## src/rtl/spi_pkg.sv

```systemverilog
// Shared types for the SPI transaction arbiter: SPI mode encoding and arbiter FSM states.
package spi_pkg;

  typedef logic [1:0] spi_mode_t;

  typedef enum logic [2:0] {
    IDLE,
    SETUP,
    START,
    WAIT,
    GAP
  } arb_state_t;

  // {CPOL, CPHA}
  localparam spi_mode_t MODE0 = 2'b00;
  localparam spi_mode_t MODE1 = 2'b01;
  localparam spi_mode_t MODE2 = 2'b10;
  localparam spi_mode_t MODE3 = 2'b11;

endpackage

```

## src/rtl/rr_arbiter.sv

```systemverilog
// Combinational round-robin pick: lowest requester strictly after `last`, wrapping.
module rr_arbiter #(
  parameter int NUM_CLIENTS = 4,
  parameter int IW          = $clog2(NUM_CLIENTS)
) (
  input  logic [NUM_CLIENTS-1:0] req,
  input  logic [IW-1:0]          last,
  output logic [NUM_CLIENTS-1:0] pick,
  output logic [IW-1:0]          idx,
  output logic                   any
);

  logic [2*NUM_CLIENTS-1:0] dbl;
  logic [NUM_CLIENTS-1:0]   rot;
  logic [IW:0]              sum;
  logic                     found;

  // rot[j] is the request of client (last+1+j) mod NUM_CLIENTS
  assign dbl = {req, req} >> ({1'b0, last} + 1'b1);
  assign rot = dbl[NUM_CLIENTS-1:0];
  assign any = |req;

  always_comb begin
    found = 1'b0;
    sum   = '0;
    for (int j = 0; j < NUM_CLIENTS; j++) begin
      if (!found && rot[j]) begin
        found = 1'b1;
        sum   = {1'b0, last} + (IW+1)'(j) + 1'b1;
      end
    end
    if (sum >= (IW+1)'(NUM_CLIENTS))
      sum = sum - (IW+1)'(NUM_CLIENTS);
    idx  = sum[IW-1:0];
    pick = any ? (NUM_CLIENTS'(1) << idx) : '0;
  end

endmodule

```

## src/rtl/spi_txn_arbiter.sv

```systemverilog
// Round-robin sharing of one SPI master engine between NUM_CLIENTS requesters,
// with per-client chip select, CS gap between transactions and a WAIT timeout.
module spi_txn_arbiter
  import spi_pkg::*;
#(
  parameter int NUM_CLIENTS = 4,
  parameter int DATA_WIDTH  = 8,
  parameter int CS_GAP      = 2,
  parameter int TIMEOUT     = 1024
) (
  input  logic                            clk,
  input  logic                            rst,
  input  logic [NUM_CLIENTS-1:0]          req,
  input  logic [2*NUM_CLIENTS-1:0]        req_mode,
  input  logic [DATA_WIDTH*NUM_CLIENTS-1:0] req_data,
  output logic [NUM_CLIENTS-1:0]          gnt,
  output logic [NUM_CLIENTS-1:0]          rsp_valid,
  output logic [DATA_WIDTH-1:0]           rsp_data,
  output logic                            rsp_err,
  output logic                            m_start,
  output spi_mode_t                       m_mode,
  output logic [DATA_WIDTH-1:0]           m_tx_data,
  input  logic                            m_done,
  input  logic [DATA_WIDTH-1:0]           m_rx_data,
  output logic [NUM_CLIENTS-1:0]          cs_n
);

  localparam int IW      = $clog2(NUM_CLIENTS);
  localparam int GAP_CYC = (CS_GAP > 0) ? CS_GAP : 1;
  localparam int GW      = (GAP_CYC > 1) ? $clog2(GAP_CYC) : 1;
  localparam int TW      = (TIMEOUT > 1) ? $clog2(TIMEOUT) : 1;

  arb_state_t state, state_nxt;
  logic [IW-1:0]          last, last_nxt, pick_idx;
  logic [NUM_CLIENTS-1:0] own, own_nxt, pick;
  logic                   req_any;
  logic [TW-1:0]          tcnt, tcnt_nxt;
  logic [GW-1:0]          gcnt, gcnt_nxt;

  logic [NUM_CLIENTS-1:0] gnt_nxt, rsp_valid_nxt, cs_n_nxt;
  logic [DATA_WIDTH-1:0]  rsp_data_nxt, m_tx_nxt;
  logic                   rsp_err_nxt, m_start_nxt;
  spi_mode_t              m_mode_nxt;

  rr_arbiter #(.NUM_CLIENTS(NUM_CLIENTS), .IW(IW)) u_arb (
    .req  (req),
    .last (last),
    .pick (pick),
    .idx  (pick_idx),
    .any  (req_any)
  );

  always_ff @(posedge clk) begin
    if (rst) begin
      state     <= IDLE;
      last      <= IW'(NUM_CLIENTS-1);
      own       <= '0;
      tcnt      <= '0;
      gcnt      <= '0;
      gnt       <= '0;
      rsp_valid <= '0;
      cs_n      <= '1;
      rsp_data  <= '0;
      rsp_err   <= 1'b0;
      m_start   <= 1'b0;
      m_mode    <= MODE0;
      m_tx_data <= '0;
    end else begin
      state     <= state_nxt;
      last      <= last_nxt;
      own       <= own_nxt;
      tcnt      <= tcnt_nxt;
      gcnt      <= gcnt_nxt;
      gnt       <= gnt_nxt;
      rsp_valid <= rsp_valid_nxt;
      cs_n      <= cs_n_nxt;
      rsp_data  <= rsp_data_nxt;
      rsp_err   <= rsp_err_nxt;
      m_start   <= m_start_nxt;
      m_mode    <= m_mode_nxt;
      m_tx_data <= m_tx_nxt;
    end
  end

  always_comb begin
    state_nxt     = state;
    last_nxt      = last;
    own_nxt       = own;
    tcnt_nxt      = tcnt;
    gcnt_nxt      = gcnt;
    gnt_nxt       = '0;
    rsp_valid_nxt = '0;
    m_start_nxt   = 1'b0;
    cs_n_nxt      = cs_n;
    rsp_data_nxt  = rsp_data;
    rsp_err_nxt   = rsp_err;
    m_mode_nxt    = m_mode;
    m_tx_nxt      = m_tx_data;

    unique case (state)
      IDLE: begin
        if (req_any) begin
          last_nxt  = pick_idx;
          own_nxt   = pick;
          gnt_nxt   = pick;
          cs_n_nxt  = ~pick;
          state_nxt = SETUP;
          for (int i = 0; i < NUM_CLIENTS; i++) begin
            if (pick[i]) begin
              m_mode_nxt = req_mode[2*i +: 2];
              m_tx_nxt   = req_data[DATA_WIDTH*i +: DATA_WIDTH];
            end
          end
        end
      end
      SETUP: begin
        m_start_nxt = 1'b1;
        state_nxt   = START;
      end
      START: begin
        tcnt_nxt  = '0;
        state_nxt = WAIT;
      end
      WAIT: begin
        tcnt_nxt = tcnt + 1'b1;
        // completion wins over a timeout firing in the same cycle
        if (m_done || tcnt == TW'(TIMEOUT-1)) begin
          rsp_data_nxt  = m_done ? m_rx_data : '0;
          rsp_err_nxt   = !m_done;
          rsp_valid_nxt = own;
          cs_n_nxt      = '1;
          gcnt_nxt      = '0;
          state_nxt     = GAP;
        end
      end
      GAP: begin
        if (gcnt == GW'(GAP_CYC-1)) state_nxt = IDLE;
        else                        gcnt_nxt  = gcnt + 1'b1;
      end
      default: state_nxt = IDLE;
    endcase
  end

endmodule

```

## config.mk

```make
export PLATFORM = sky130hd
export DESIGN_NAME = spi_txn_arbiter
export DESIGN_NICKNAME = d
export VERILOG_FILES = /design/src/rtl/spi_pkg.sv /design/src/rtl/rr_arbiter.sv /design/src/rtl/spi_txn_arbiter.sv
export SDC_FILE = /design/constraint.sdc
export NUM_CORES = 1
export LEC_CHECK = 0
export BUFFER_PORTS_ARGS = -buffer_cell sky130_fd_sc_hd__buf_2
export CAP_MARGIN = 40
export CORE_UTILIZATION = 50
export DETAILED_ROUTE_END_ITERATION = 8
export PLACE_DENSITY = 0.79
export SLEW_MARGIN = 40
export SYNTH_ARGS = -nofsm -noshare
export SYNTH_HDL_FRONTEND = slang
export SYNTH_HIERARCHICAL = 1
export SYNTH_SLANG_ARGS = --single-unit
export TNS_END_PERCENT = 100
```

## constraint.sdc

```tcl
create_clock -name clk -period 2.4 [get_ports clk]
set_input_delay 0.24 -clock clk [delete_from_list [all_inputs] [get_ports clk]]
set_output_delay 0.24 -clock clk [all_outputs]
set_load 0.02 [all_outputs]
```

==> parameters.txt, run 1 <==
Parameter                              Value

GRT
  Vias in the first global route    between 1500 and 2000
  Initial antenna violation count    0
  Pin count of the biggest net entering global routing    23
  GRT overflow    0
  Combined global-route utilization of all metal layers    around a fifth
  Global-route wire length before repair    slightly below 9000 um

Worst setup path
  Worst reg2reg endpoint    m_mode[0]
  Origin of the critical flop-to-flop path    last[0]
  Cell Chain, Critical Path    a21o_1 -> a21oi_1 -> o21a_1 -> o41a_2 -> nor2_1 -> a211oi_2
  Critical path class    register to register
  FF-to-FF setup slack    roughly 0.36 ns
  Type of element launching the critical path    register
  Critical path endpoint category    register
  Worst reg-to-reg path cell count    6
  Worst EP required    2.57 ns
  Worst Path Max Fanout    20
  Cell at the slowest stage of the critical path    sky130_fd_sc_hd__o41a_2
  Max stage delay on crit path    0.67 ns
  Data arrival time of the critical path    2.21 ns

Synthesis
  Syn nets    approximately 330
  Synthesis Warnings    6
  Number of synthesized register bits    52
  Post-synthesis async set-or-reset flop share    0%
  Number of enable-type register cells in the synthesized netlist    0
  Avg Cell Area, Syn    between 9 and 10 um2
  Top flip-flop cell by instance count after synthesis    sky130_fd_sc_hd__dfxtp_1
  Number of library cell types mapped by synthesis    51
  Area of the mapped netlist    about 0.0026 mm2
  Gate count after technology mapping    276
  Sequential area share after synthesis    40.4%

Floorplanning
  DIE WIDTH    73.8 um
  I/O pin total    87
  Starting Density    between 50% and 60%
  Die height    ~74 um
  Count of standard-cell rows    25
  Die footprint    0.00545 mm2
  Core Region    0.00485 mm2

Cells and area
  Number of fillers in the final layout    409
  Final nets    around 410
  Leading cell type in the layout, fill and taps excluded    sky130_fd_sc_hd__buf_2
  Synthesis-to-finish area growth    21.0%
  Commonest cells after routing, fill and taps aside    86 x sky130_fd_sc_hd__buf_2, 52 x sky130_fd_sc_hd__dfxtp_1, 32 x sky130_fd_sc_hd__nor2_1
  Proportion of layout cells with a drive suffix above 1    33.8%
  Number of diodes    0

Timing
  Minimum period implied by the final worst setup slack    between 2 and 2.5 ns
  Setup violation total in the final timing report    0
  Hold Slack    roughly 0.14 ns
  Highest achievable clock rate    0.490 GHz
  Final setup TNS    0 ns
  Unrepaired setup endpoints after global routing    false
  Max transition margin    approximately three fifths
  Period Utilization, post-route    85.1%
  Final slew viol count    0
  Worst Skew    0.00808 ns
  Final hold viol count    0
  Transition time of the tightest slew-check pin    ~0.57 ns

Clock tree
  Clock H-tree levels    2
  Clock network latency to the later pin of the worst-skew pair    0.30 ns
  Clock tree from TritonCTS    done
  Number of buffers inserted by post-CTS setup repair    0
  # clock sinks    52
  Maximum number of buffers from clock root to sink    2
  Number of buffers added by the clock tree synthesis step    5
  Clk slew on worst S/H paths    approximately 0.09 ns
  Post-cts resize count    0
  Hold Buf Count CTS    0
  Buffer type at the clock tree root    sky130_fd_sc_hd__clkbuf_8

Routing
  Count of antenna-violating nets left after detailed routing    0
  Routed length on met3    218 um
  Number of search-and-repair iterations in the first detailed-routing pass    4
  Top layer used by detailed routing    met4
  Routed length on met1    roughly 2600 um
  Routed wire length on met2    approximately 2600 um
  Average via count per standard cell    5.33
  First-iteration detailed-routing DRC count    147
  Remaining DRCs    0
  Count of vias placed by the detailed router    2265
  Routed wire length    5510 um
  Wire length per cell after detailed routing    13.0 um

Worst hold path
  Hold Path Origin    m_rx_data[0]
  Worst Hold Endpoint    rsp_data[0]
  Kind of path behind the tightest hold check    input port to register
  Worst hold path depth    2

Placed design
  Count of port buffers added during placement    86
  RD Place Congestion    ~0.84
  Hpwl dp    between 3000 and 4000 um

Power and ir drop
  Final Total Pwr    about 2 mW
  Peak supply drop    about 0.00030 V
  Leakage    roughly 1.4 nW
  Total power divided by cell area    roughly 640 mW/mm2

Run status
  Result of the run    finished, final reports clean

Run
  Number of max-cap violations    0
[Yosys cell counts, drive strengths merged, types with 3 or more instances]
library cell | n | share of area [%]
inv | 3 | 0.44
nand2 | 21 | 3.1
and2 | 10 | 2.4
nor2 | 33 | 4.9
a22o | 8 | 2.7
a211oi | 15 | 6.5
dfxtp | 52 | 40
and3 | 3 | 0.73
nand2b | 6 | 1.5
buf | 12 | 3.9
a31oi | 3 | 0.73
a21oi | 12 | 2.3
nor3b | 3 | 1.1
nor4 | 3 | 1.3
o21ai | 18 | 3.6
clkbuf | 8 | 1.2
nor2b | 8 | 2.3
nand3 | 4 | 0.78
mux2i | 25 | 9.7
nor3 | 3 | 0.58
[registers in the layout, indices dropped and copies added (netlist names)]
signal and flops:
tcnt 10, m_tx_data 8, rsp_data 8, cs_n 4, gnt 4, own 4
rsp_valid 4, state 3, last 2, m_mode 2, gcnt 1, m_start 1
rsp_err 1
[worst max-delay path by stage]
stage,from,end,slack [ns],cells past startpoint
final,last[0],m_mode[0],0.36,6
after global routing,last[0],m_tx_data[7],0.25,6
after CTS,last[0],m_mode[0],0.24,6
after detailed placement,last[0],m_tx_data[7],0.25,6
after global placement,last[0],m_tx_data[5],0.33,6
after floorplan,last[0],m_mode[0],0.50,8
[layout make-up]
type / instances / area [um2] / share of cell area, %
clock buffer: 8 / 90.1 / 2.89
inverter: 3 / 11.3 / 0.361
multi-input combinational: 201 / 1400 / 45.0
sequential: 52 / 1040 / 33.4
tap: 67 / 83.8 / 2.69
timing repair buffer: 94 / 490 / 15.7
[stage by stage]
stage               setup WS, ns  cells  cell area (um2)  utilization, %
floorplan                  0.498    276             2580               -
finish                     0.358    425             3120            64.3
global placement           0.326    417             3020            62.3
detailed placement         0.254    417             3020            62.3
CTS                        0.241    425             3110            64.2
global route               0.246    425             3120            64.3
[power breakdown]
| part | internal (mW) | total (mW) | switching, mW |
|---|---|---|---|
| clock network | 0.236 | 0.503 | 0.267 |
| logic | 0.223 | 0.516 | 0.293 |
| registers | 0.924 | 0.979 | 0.0550 |
[per-layer routing]
layer,up-vias,global-route usage (%)
li1,1149,-
met3,6,4.12
met4,0,8.12
met2,59,33.8
met1,1051,26.9
met5,-,0
[kinds of logic after synthesis]
family,share of synthesized area [%]
AOI/OAI and AO/OA,21.6
adders and majority gates,0.485
DFF,40.4
and+or+nand+nor,22.3
muxes,9.71
buffers and inverters,5.53
[critical path: cells and delay by family, from the launching register on]
| kind | cells | cell delay [ns] |
|---|---|---|
| AO/OA/AOI/OAI | 5 | 1.13 |
| flip-flops | 1 | 0.58 |
| AND/OR/NAND/NOR | 1 | 0.20 |
(Power assumes the default switching activity.)
==> inputs of run 2 (changes only) <==
--- a/config.mk
+++ b/config.mk
@@ -5,11 +5,11 @@
 export SDC_FILE = /design/constraint.sdc
 export NUM_CORES = 1
 export LEC_CHECK = 0
-export BUFFER_PORTS_ARGS = -buffer_cell sky130_fd_sc_hd__buf_2
 export CAP_MARGIN = 40
-export CORE_UTILIZATION = 50
+export CORE_UTILIZATION = 60
 export DETAILED_ROUTE_END_ITERATION = 8
-export PLACE_DENSITY = 0.79
+export DONT_BUFFER_PORTS = 1
+export PLACE_DENSITY = 0.76
 export SLEW_MARGIN = 40
 export SYNTH_ARGS = -nofsm -noshare
 export SYNTH_HDL_FRONTEND = slang
==> parameters.txt, run 2 (synthesis results as in run 1) <==
Parameter                              Value

Timing
  Final setup TNS    0 ns (unchanged)
  Worst Skew    0.00867 ns (+0.000593 ns)
  Minimum period implied by the final worst setup slack    2.07 ns (+0.0319 ns)
  Highest achievable clock rate    0.482 GHz (-1.5%)
  Max transition margin    63.4% (+1.6 points)
  Unrepaired setup endpoints after global routing    false
  Period Utilization, post-route    86.4% (+1.3 points)
  Final slew viol count    0 (unchanged)
  Setup violation total in the final timing report    0 (unchanged)
  Final hold viol count    0 (unchanged)
  Transition time of the tightest slew-check pin    0.548 ns (-0.0234 ns)

Cells and area
  Post-Layout Cell Count    322 (-24%)
  Synthesis-to-finish area growth    5.49%
  Leading cell type in the layout, fill and taps excluded    sky130_fd_sc_hd__dfxtp_1
  Final nets    328 (-21%)
  Proportion of layout cells with a drive suffix above 1    12.5% (-21 points)
  Final standard cell utilization of the core    67.0% (+2.7 points)
  Number of flip-flops under the largest register name    10 (unchanged)
  Number of diodes    0 (unchanged)
  Top Registers    tcnt x10, m_tx_data x8, rsp_data x8
  Most flop-heavy register    tcnt
  Commonest cells after routing, fill and taps aside    52 x sky130_fd_sc_hd__dfxtp_1, 32 x sky130_fd_sc_hd__nor2_1, 25 x sky130_fd_sc_hd__mux2i_1

Floorplanning
  I/O pin total    87 (unchanged)
  Die height    67.5 um (-8.5%)
  Die footprint    0.00456 mm2 (-16%)
  DIE WIDTH    67.5 um (-8.5%)
  Count of standard-cell rows    23 (-8.0%)
  Core Region    0.00406 mm2 (-16%)
  Starting Density    63.5% (+10 points)

GRT
  Vias in the first global route    1697 (-14%)
  Combined global-route utilization of all metal layers    22.6% (+1.9 points)
  Initial antenna violation count    0 (unchanged)
  GRT overflow    0 (unchanged)
  Global-route wire length before repair    7760 um (-11%)
  Pin count of the biggest net entering global routing    23 (unchanged)

Worst setup path
  Critical path class    register to register
  Data arrival time of the critical path    2.24 ns (+0.03 ns)
  Worst Path Max Fanout    20 (unchanged)
  Cell at the slowest stage of the critical path    sky130_fd_sc_hd__o41a_2
  Cell Chain, Critical Path    a21o_1 -> a21oi_1 -> o21a_1 -> o41a_2 -> nor2_1 -> a211oi_2
  Worst EP required    2.57 ns (about the same)
  Max stage delay on crit path    0.68 ns (about the same)
  FF-to-FF setup slack    0.33 ns (-0.03 ns)
  Critical path endpoint category    register
  Type of element launching the critical path    register

Run status
  Result of the run    finished, final reports clean

Placed design
  RD Place Congestion    0.803 (-4.2%)
  Count of placed standard cells including taps    311 (-25%)
  Hpwl dp    3320 um (-15%)
  Count of port buffers added during placement    0 (-100%)

Clock tree
  Number of buffers added by the clock tree synthesis step    5 (unchanged)
  Post-cts resize count    0 (unchanged)
  Clock network latency to the later pin of the worst-skew pair    0.30 ns (about the same)
  Clock H-tree levels    2 (unchanged)
  Clock tree from TritonCTS    done
  Clk slew on worst S/H paths    0.09 ns (about the same)
  Maximum number of buffers from clock root to sink    2 (unchanged)
  Number of buffers inserted by post-CTS setup repair    0 (unchanged)
  Buffer type at the clock tree root    sky130_fd_sc_hd__clkbuf_8
  # clock sinks    52 (unchanged)

Routing
  Count of vias placed by the detailed router    1965 (-13%)
  First-iteration detailed-routing DRC count    79 (-46%)
  Routed wire length    5130 um (-6.9%)
  Average via count per standard cell    6.10 (+15%)
  Remaining DRCs    0 (unchanged)
  Count of antenna-violating nets left after detailed routing    0 (unchanged)
  Number of search-and-repair iterations in the first detailed-routing pass    6 (+2)
  Wire length per cell after detailed routing    15.9 um (+23%)

Worst hold path
  Kind of path behind the tightest hold check    input port to register

Power and ir drop
  Peak supply drop    0.000461 V (+53%)
  Leakage    1.02 nW (-26%)
  Total power divided by cell area    766 mW/mm2 (+20%)

Run
  Number of max-cap violations    0 (unchanged)
==> run 2: worst max-delay path: cells and delay by family (launching register included) <==
kind / cells / cell delay [ns]
AO/OA/AOI/OAI: 5 / 1.15
flip-flops: 1 / 0.59
AND/OR/NAND/NOR: 1 / 0.20
==> run 2: stage by stage <==
| step | hold slack, ns | cell area, um2 | setup WS, ns | power, mW |
|---|---|---|---|---|
| after floorplan | 0.336 | 2580 | 0.498 | 1.38 |
| after global placement | 0.310 | 2550 | 0.313 | 1.40 |
| after detailed placement | 0.311 | 2550 | 0.236 | 1.41 |
| after CTS | 0.0000559 | 2710 | 0.197 | 2.10 |
| after global routing | 0.00167 | 2720 | 0.232 | 2.19 |
| final | 0.0120 | 2720 | 0.326 | 2.08 |
==> run 2: what timing repair did <==
action / in CTS / in global routing
hold buffers: 3 / 1
hold endpoints to repair: 20 / 3
setup endpoints to repair: 0 / 0
==> run 2: final cells by class <==
cell class              instances  area [um2]
clock buffers                   5        68.8
well taps                      50        62.6
flip-flops and latches         52        1040
inverters                       3        11.3
repair buffers                  9        72.6
fillers                       343        1340
clock inverters                 2        60.1
multi-input cells             201        1400
==> run 2: routing by layer <==
metal | wire [um] | track usage, % | share of wire, % | vias up
met4 | 45 | 7.45 | 0.88 | 0
met5 | 0 | 0 | 0 | -
met3 | 292 | 5.91 | 5.7 | 6
met2 | 2400 | 35.5 | 47 | 64
li1 | - | - | - | 980
met1 | 2400 | 29.9 | 47 | 915
==> run 2: final timing paths <==
| path | cells past startpoint | from | endpoint |
|---|---|---|---|
| worst max-delay path | 6 | last[0] | m_tx_data[4] |
| worst min-delay path | 1 | rst | own[2] |
| worst max register to register | 6 | last[0] | m_tx_data[4] |
| worst min register to register | 1 | own[1] | rsp_valid[1] |
==> run 2: report_power, final <==
part	leakage, nW	switching, mW	total (mW)	internal, mW
logic	0.532	0.196	0.361	0.165
clock network	0.0642	0.269	0.679	0.410
registers	0.424	0.120	1.04	0.924
total	1.02	0.585	2.08	1.50
==> inputs of run 3 (changes only) <==
--- a/config.mk
+++ b/config.mk
@@ -5,14 +5,14 @@
 export SDC_FILE = /design/constraint.sdc
 export NUM_CORES = 1
 export LEC_CHECK = 0
+export BUFFER_PORTS_ARGS = -buffer_cell sky130_fd_sc_hd__buf_2
 export CAP_MARGIN = 40
-export CORE_UTILIZATION = 60
+export CORE_UTILIZATION = 50
 export DETAILED_ROUTE_END_ITERATION = 8
-export DONT_BUFFER_PORTS = 1
 export PLACE_DENSITY = 0.76
 export SLEW_MARGIN = 40
 export SYNTH_ARGS = -nofsm -noshare
 export SYNTH_HDL_FRONTEND = slang
 export SYNTH_HIERARCHICAL = 1
 export SYNTH_SLANG_ARGS = --single-unit
-export TNS_END_PERCENT = 100
+export TNS_END_PERCENT = 5
==> parameters.txt, run 3 (synthesis results as in run 1) <==
Parameter                              Value

Clock tree
  Clock tree from TritonCTS    done
  Post-cts resize count    0 (unchanged)
  Number of buffers added by the clock tree synthesis step    5 (unchanged)
  Hold Buf Count CTS    0 (-3)
  # clock sinks    52 (unchanged)
  Clock network latency to the later pin of the worst-skew pair    0.31 ns (about the same)
  Clock H-tree levels    2 (unchanged)
  Buffer type at the clock tree root    sky130_fd_sc_hd__clkbuf_8
  Clk slew on worst S/H paths    0.10 ns (about the same)
  Maximum number of buffers from clock root to sink    2 (unchanged)
  Number of buffers inserted by post-CTS setup repair    0 (unchanged)

Worst hold path
  Kind of path behind the tightest hold check    input port to register

Cells and area
  Number of flip-flops under the largest register name    10 (unchanged)
  Most flop-heavy register    tcnt
  Commonest cells after routing, fill and taps aside    86 x sky130_fd_sc_hd__buf_2, 52 x sky130_fd_sc_hd__dfxtp_1, 32 x sky130_fd_sc_hd__nor2_1
  Number of diodes    0 (unchanged)
  Synthesis-to-finish area growth    22.0%
  Final standard cell utilization of the core    64.9% (-2.2 points)
  Final nets    410 (+25%)
  Leading cell type in the layout, fill and taps excluded    sky130_fd_sc_hd__buf_2
  Top Registers    tcnt x10, m_tx_data x8, rsp_data x8
  Proportion of layout cells with a drive suffix above 1    33.8% (+21 points)

Routing
  Number of search-and-repair iterations in the first detailed-routing pass    4 (-2)
  Count of antenna-violating nets left after detailed routing    0 (unchanged)
  Remaining DRCs    0 (unchanged)
  Average via count per standard cell    5.38 (-12%)
  Wire length per cell after detailed routing    13.2 um (-17%)
  Routed wire length    5570 um (+8.5%)
  Count of vias placed by the detailed router    2270 (+16%)
  First-iteration detailed-routing DRC count    103 (+30%)

GRT
  Initial antenna violation count    0 (unchanged)
  Vias in the first global route    1960 (+15%)
  GRT overflow    0 (unchanged)
  Global-route wire length before repair    8680 um (+12%)
  Pin count of the biggest net entering global routing    39 (+70%)
  Combined global-route utilization of all metal layers    20.5% (-2.2 points)

Floorplanning
  Die footprint    0.00545 mm2 (+19%)
  Starting Density    53.2% (-10 points)
  Core Region    0.00485 mm2 (+19%)
  Die height    73.8 um (+9.3%)
  Count of standard-cell rows    25 (+8.7%)
  DIE WIDTH    73.8 um (+9.3%)
  I/O pin total    87 (unchanged)

Worst setup path
  Data arrival time of the critical path    2.24 ns (about the same)
  Max stage delay on crit path    0.67 ns (about the same)
  Worst Path Max Fanout    20 (unchanged)
  Cell Chain, Critical Path    a21o_1 -> a21oi_1 -> o21a_1 -> o41a_2 -> nor2_1 -> a211oi_2
  Worst EP required    2.56 ns (about the same)
  Cell at the slowest stage of the critical path    sky130_fd_sc_hd__o41a_2
  Type of element launching the critical path    register
  Critical path endpoint category    register
  Critical path class    register to register

Timing
  Max transition margin    45.1% (-18 points)
  Final hold viol count    0 (unchanged)
  Highest achievable clock rate    0.482 GHz (about the same)
  Post-layout worst setup margin    0.327 ns (+0.000105 ns)
  Setup violation total in the final timing report    0 (unchanged)
  Worst Skew    0.0135 ns (+0.00479 ns)
  Minimum period implied by the final worst setup slack    2.07 ns (-0.000105 ns)
  Unrepaired setup endpoints after global routing    false
  Period Utilization, post-route    86.4% (about the same)
  Final setup TNS    0 ns (unchanged)
  Final slew viol count    0 (unchanged)
  Transition time of the tightest slew-check pin    0.824 ns (+0.277 ns)

Power and ir drop
  Total power divided by cell area    703 mW/mm2 (-8.3%)
  Peak supply drop    0.000384 V (-17%)
  Leakage    1.38 nW (+35%)

Placed design
  Hpwl dp    3890 um (+17%)
  Worst setup slack before clock tree synthesis    0.228 ns (-0.00817 ns)
  RD Place Congestion    0.838 (+4.3%)
  Count of port buffers added during placement    86 (+86)

Run
  Number of max-cap violations    0 (unchanged)

Run status
  Result of the run    finished, final reports clean
[run 3: path summary, 6_finish.rpt]
path / from / end / slack, ns / cells past startpoint
setup / recovery: last[0] / m_tx_data[5] / 0.33 / 6
hold / removal: m_rx_data[1] / rsp_data[1] / 0.13 / 2
hold reg to reg: own[2] / rsp_valid[2] / 0.47 / 1
setup reg to reg: last[0] / m_tx_data[5] / 0.33 / 6
[run 3: layer usage]
metal | global-route usage, % | part of all wire [%]
met5 | 0 | 0
met2 | 35.1 | 47
met4 | 5.34 | 0.83
met3 | 4.66 | 4.9
met1 | 25.7 | 47
[run 3: worst max-delay path: cells and delay by family (launching register included)]
| family | cells | cell delay, ns |
|---|---|---|
| AOI/OAI and AO/OA | 5 | 1.14 |
| DFF | 1 | 0.59 |
| and+or+nand+nor | 1 | 0.20 |
[run 3: per-stage QoR]
stage | area (um2) | total power [mW] | hold slack, ns | instances
finish | 3140 | 2.21 | 0.129 | 422
global route | 3140 | 2.31 | 0.123 | 422
CTS | 3140 | 2.22 | 0.126 | 422
detailed placement | 3000 | 1.51 | 0.439 | 414
global placement | 3000 | 1.50 | 0.433 | 414
floorplan | 2580 | 1.38 | 0.336 | 276
[run 3: area by class of cell]
cell class	count	area (um2)
fillers	432	1700
multi-input cells	201	1400
flip-flops and latches	52	1040
repair buffers	91	468
well taps	67	83.8
clock buffers	5	68.8
clock inverters	3	68.8
inverters	3	11.3
[run 3: where the power goes]
group	internal, mW	total, mW	switching (mW)	leakage, nW
logic	0.220	0.509	0.289	0.887
clock network	0.420	0.718	0.299	0.0687
registers	0.924	0.983	0.0593	0.424
total	1.56	2.21	0.648	1.38
